## src/rtl/tx_frame_sched.sv

```systemverilog
// Transmit frame scheduler: reads a buffered frame, prepends preamble/SFD,
// streams it to the PHY and enforces the inter-frame gap.
module tx_frame_sched #(
   parameter int IFG     = 12,
   parameter int MAX_LEN = 1536
) (
   input  logic        txc,
   input  logic        RST,
   input  logic        New_Frame,
   input  logic [10:0] FIFO_Data_Num,
   input  logic [7:0]  RAM_Dataout,
   output logic        RD_EN,
   output logic [7:0]  txd,
   output logic        txen,
   output logic        Busy,
   output logic [15:0] Frame_Cnt,
   output logic [7:0]  Err_Cnt
);

   typedef enum logic [2:0] {IDLE, LEN, PRE, SFD, DATA, DISCARD, GAP} state_t;

   localparam logic [10:0] IFG_M1 = 11'(IFG - 1);
   localparam logic [10:0] MAX_L  = 11'(MAX_LEN);

   state_t      state_reg, state_next;
   logic [10:0] cnt_reg, cnt_next;
   logic [10:0] len_reg, len_next;
   logic        pending_reg, pending_next;
   logic [1:0]  vld_reg;
   logic [15:0] frame_cnt_reg;
   logic [7:0]  err_cnt_reg;
   logic        frame_inc, err_len, err_disc, err_dup;
   logic [8:0]  err_sum;
   logic [10:0] len_m1;
   logic [11:0] cnt_plus3;
   logic        gap_done;

   assign len_m1    = len_reg - 11'd1;
   assign cnt_plus3 = {1'b0, cnt_reg} + 12'd3;
   assign gap_done  = (state_reg == GAP) && (cnt_reg == IFG_M1);
   assign err_dup   = New_Frame && pending_reg;
   assign err_sum   = {1'b0, err_cnt_reg} + {8'd0, err_len} + {8'd0, err_disc} + {8'd0, err_dup};

   always_ff @(posedge txc or negedge RST) begin
      if (!RST) begin
         state_reg     <= IDLE;
         cnt_reg       <= '0;
         len_reg       <= '0;
         pending_reg   <= 1'b0;
         vld_reg       <= '0;
         frame_cnt_reg <= '0;
         err_cnt_reg   <= '0;
      end else begin
         state_reg     <= state_next;
         cnt_reg       <= cnt_next;
         len_reg       <= len_next;
         pending_reg   <= pending_next;
         vld_reg       <= {vld_reg[0], RD_EN};
         frame_cnt_reg <= frame_cnt_reg + {15'd0, frame_inc};
         err_cnt_reg   <= (err_sum > 9'd255) ? 8'd255 : err_sum[7:0];
      end
   end

   always_comb begin
      state_next   = state_reg;
      cnt_next     = cnt_reg;
      len_next     = len_reg;
      pending_next = pending_reg;
      RD_EN        = 1'b0;
      txen         = 1'b0;
      txd          = 8'h00;
      frame_inc    = 1'b0;
      err_len      = 1'b0;
      err_disc     = 1'b0;
      case (state_reg)
         IDLE: begin
            if (New_Frame || pending_reg) begin
               state_next   = LEN;
               pending_next = 1'b0;
            end
         end
         LEN: begin
            len_next = FIFO_Data_Num;
            cnt_next = '0;
            if (FIFO_Data_Num == 11'd0) begin
               err_len    = 1'b1;
               state_next = IDLE;
            end else if (FIFO_Data_Num > MAX_L) begin
               state_next = DISCARD;
            end else begin
               state_next = PRE;
            end
         end
         PRE: begin
            txen = 1'b1;
            txd  = 8'h55;
            // First read goes out two cycles before the first data slot.
            if (cnt_reg == 11'd6) begin
               RD_EN      = 1'b1;
               cnt_next   = '0;
               state_next = SFD;
            end else begin
               cnt_next = cnt_reg + 11'd1;
            end
         end
         SFD: begin
            txen       = 1'b1;
            txd        = 8'hD5;
            RD_EN      = (len_reg >= 11'd2);
            state_next = DATA;
         end
         DATA: begin
            txen  = 1'b1;
            txd   = RAM_Dataout;
            RD_EN = (cnt_plus3 <= {1'b0, len_reg});
            if (cnt_reg == len_m1) begin
               frame_inc  = 1'b1;
               cnt_next   = '0;
               state_next = GAP;
            end else begin
               cnt_next = cnt_reg + 11'd1;
            end
         end
         DISCARD: begin
            // Flush L bytes, then let the last read drain through the latency pipe.
            if (cnt_reg != len_reg) begin
               RD_EN    = 1'b1;
               cnt_next = cnt_reg + 11'd1;
            end else if (vld_reg == 2'b10) begin
               err_disc   = 1'b1;
               state_next = IDLE;
            end
         end
         GAP: begin
            if (gap_done) begin
               cnt_next   = '0;
               state_next = (New_Frame && !pending_reg) ? LEN : IDLE;
            end else begin
               cnt_next = cnt_reg + 11'd1;
            end
         end
         default: state_next = IDLE;
      endcase
      if (New_Frame && !pending_reg && state_reg != IDLE && !gap_done)
         pending_next = 1'b1;
   end

   assign Busy      = (state_reg != IDLE);
   assign Frame_Cnt = frame_cnt_reg;
   assign Err_Cnt   = err_cnt_reg;

endmodule

```

## config.mk

```make
export PLATFORM = sky130hd
export DESIGN_NAME = tx_frame_sched
export DESIGN_NICKNAME = d
export VERILOG_FILES = /design/src/rtl/tx_frame_sched.sv
export SDC_FILE = /design/constraint.sdc
export NUM_CORES = 1
export LEC_CHECK = 0
export CORE_MARGIN = 2
export CORE_UTILIZATION = 39
export DETAILED_ROUTE_END_ITERATION = 6
export GPL_ROUTABILITY_DRIVEN = 1
export GPL_TIMING_DRIVEN = 0
export PLACE_DENSITY = 0.72
export SLEW_MARGIN = 20
export SYNTH_ARGS = -nofsm -noshare
export SYNTH_HDL_FRONTEND = slang
export SYNTH_SLANG_ARGS = --single-unit
```

## constraint.sdc

```tcl
create_clock -name txc -period 6.4 [get_ports txc]
set_clock_uncertainty 0.05 [all_clocks]
set_input_delay 0.96 -clock txc [delete_from_list [all_inputs] [get_ports txc]]
set_output_delay 0.96 -clock txc [all_outputs]
set_load 0.05 [all_outputs]
```

==> flow_summary.ini <==
[timing]
hold_violations = 0
fmax_mhz = 182
min_period_ns = 5.50
period_utilization_post_route = 0.860
accumulated_negative_setup_slack_ns = 0
grt_setup_unrepaired = false
timing.final.max_slew_violations = 0
max-slew-margin-rel = 0.546
tightestPinTransition_ns = 0.681
final-setup-viol-count = 0

[setup_path]
worst_r2r_startpoint = state_reg[1]$_DFFE_PN0P_
instance_count_on_the_critical_path = 14
crit_required_ns = 5.39
crit-reg2reg-capture = Err_Cnt[6]$_DFF_PN0_
crit_buf_inv = 2
reg2reg_slack_ns = 2.71
timing.critical_path.from = cnt_reg[3]$_DFFE_PN0P_
peak_per_stage_delay_on_the_critical_path_ns = 0.83
path_delay_family = compound AO/OA/AOI/OAI gates
crit_arrival_ns = 4.49
crit_chain = clkbuf_1, and2_1, a21boi_0, nand2_1, xnor2_1, ha_1, a21o_1, a21o_1, a21oi_1, o21ai_0, a221o_1, o21ai_0, a311o_1, clkdlybuf4s50_1
worst_r2r_path_depth = 14
worstSetupEndpointType = output pin
cp-start-kind = flop
timing_worst_setup_path_type = flop to output pin
cp_slowest_cell = clkdlybuf4s50_1
cp_max_fo = 9

[route]
detailroute.via_count = 3198
viasPerCell = 5.45
drc = 0
detail_route.wirelength_um = 8880
drt_first_iter_violations = 222
final_antenna_net_count = 0
routedWlPerCell_um = 15.1
drt-pass1-iter-count = 4

[final_layout]
layout-drive-gt1-share = 0.0546
leading_cell_type_in_the_layout_fill_and_taps_excluded = clkdlybuf4s50_1
n_diodes = 0
largest_reg_flops = 16
n_fill_cell = 861
layout.cells.most_common_list = 55 x clkdlybuf4s50_1, 52 x dfrtp_1, 46 x nand2_1, 27 x o21ai_0, 26 x nor2_1
layout_area_growth_over_synthesis_pct = 21.5
final_nets = 523

[global_routing]
grt_pass1_wl_um = 14600
grt_use_total = 0.178
largest_net_degree_at_the_start_of_global_routing = 53
vias_in_the_first_global_route = 3046
overflow = 0
grt_antenna_before_repair = 0

[worst_hold_path]
hold_class = flop to flop
hold_depth = 0
hold-path-endpoint = vld_reg[1]$_DFF_PN0_
hold_path_startpoint = vld_reg[0]$_DFF_PN0_

[clock_network]
numClockSinks = 52
ctsResizeCount = 0
clkSlewWorstSetupHoldPaths_ns = 0.11
clock_tree_from_tritoncts = yes
clock_latency_ns = 0.31
cts-root-buf = clkbuf_8
cts.repair_timing.setup_buffer_count = 0
clock_tree.htree_level_count = 2
cts-hold-fix-buffers = 0
cts-root-to-sink-buffers = 2
cts_made_buffers = 5

[power]
pwr-share-clk = 0.116
seq_power_share = 0.289
p_leak_nw = 2.03
vdd.ir_drop.worst_v = 0.000237
switching_power_uw = 867
power.share.combinational = 0.595
power.total_mw = 1.73
p_sw_frac = 0.500
internal-power_uw = 866
power_per_cell_area_nw_per_um2 = 390

[floorplan]
die_height_um = 101
design.die.area_um2 = 10200
effective_utilization_at_floorplan = 0.399
placeableCoreArea_um2 = 9150
total_i_o_pin_count = 57
die-width_um = 101
fp-row-count = 35

[place]
buffer_ports.inserted = 56
gp_congestion = 0.940
post-dp-hpwl_um = 6820

[logic_synthesis]
dominantRegCellSynth = dfrtp_1
yosysSeqAreaShare = 0.356
synth_fp_nets = 460
synth-edff-count = 0
post_synth_instance_area_um2 = 3660
synth_cell_types = 59
count_of_state_elements_after_synthesis = 52
synth_async_sr_flop_share = 1.00
synth.yosys.warnings = 0
postSynthAreaPerCell_um2 = 8.87
post_synth_inst_count = 412

[job]
maxCapViolCount = 0

[status]
outcome = completed
==> worst register-to-register path: stages, from the launching register on <==
cell,delay (ns)
dfrtp_1,0.47
inv_1,0.12
ha_1,0.31
nor2b_1,0.37
clkbuf_1,0.38
nand3b_1,0.21
fa_1,0.50
inv_1,0.07
ha_1,0.16
inv_1,0.05
fa_1,0.34
clkbuf_1,0.20
and3b_1,0.27
nor2_1,0.04
a21oi_1,0.10
==> metrics by stage <==
step	utilization	area (um^2)	hold slack, ns	instances	worst slack, ns
after floorplan	-	3660	0.325	412	2.31
after global placement	0.476	4360	0.332	579	1.33
after detailed placement	0.476	4350	0.351	579	1.28
after CTS	0.485	4440	0.364	587	0.900
after global routing	0.485	4440	0.379	587	0.762
final	0.485	4440	0.362	587	0.898
==> how the worst max path moves through the flow <==
stage | end | slack [ns]
2_1_floorplan | RD_EN | 2.31
3_3_place_gp | RD_EN | 1.33
3_5_place_dp | RD_EN | 1.28
4_1_cts | RD_EN | 0.90
5_1_grt | RD_EN | 0.76
6_report | RD_EN | 0.90
==> power groups by stage <==
stage	sequential (mW)	clock (mW)	combinational [mW]
2_1_floorplan	0.555	0	0.678
3_3_place_gp	0.501	0	0.998
3_5_place_dp	0.504	0	1.03
4_1_cts	0.498	0.208	1.03
5_1_grt	0.514	0.219	1.12
6_report	0.501	0.201	1.03
==> metal layers <==
metal,global-route usage,wire length [um],vias to the layer above
met3,0.0236,309,14
met5,0,0,-
met2,0.295,4320,80
met4,0.0506,131,0
li1,-,-,1564
met1,0.244,4120,1540
==> cell usage after synthesis (12+ instances only) <==
library cell,instances,area share
nand3_1,12,0.016
xnor2_1,23,0.055
o21ai_0,27,0.037
a21oi_1,16,0.022
ha_1,24,0.082
and3_1,13,0.022
dfrtp_1,52,0.36
nor3_1,13,0.018
xor2_1,20,0.048
clkbuf_1,12,0.012
nand2_1,46,0.047
nor2_1,26,0.027
inv_1,25,0.026
==> logic make-up after synthesis <==
| kind of cell | count (synthesis) | synth area share |
|---|---|---|
| and+or+nand+nor | 155 | 0.223 |
| AOI/OAI and AO/OA | 87 | 0.159 |
| DFF | 52 | 0.356 |
| buffers and inverters | 44 | 0.0510 |
| xor gates and xnor gates | 43 | 0.103 |
| adders and majority gates | 26 | 0.0931 |
| muxes | 5 | 0.0144 |
==> cell type report <==
type	instances	area [um^2]	area share
Clock buffer	5	68.8	0.0155
Sequential cell	52	1300	0.293
Buffer	19	92.6	0.0208
Clock inverter	3	21.3	0.00479
Multi-Input combinational cell	316	2170	0.488
Timing Repair Buffer	56	558	0.126
Inverter	25	93.8	0.0211
Tap cell	111	139	0.0313
Note: power is estimated with default switching activity, not from simulation.
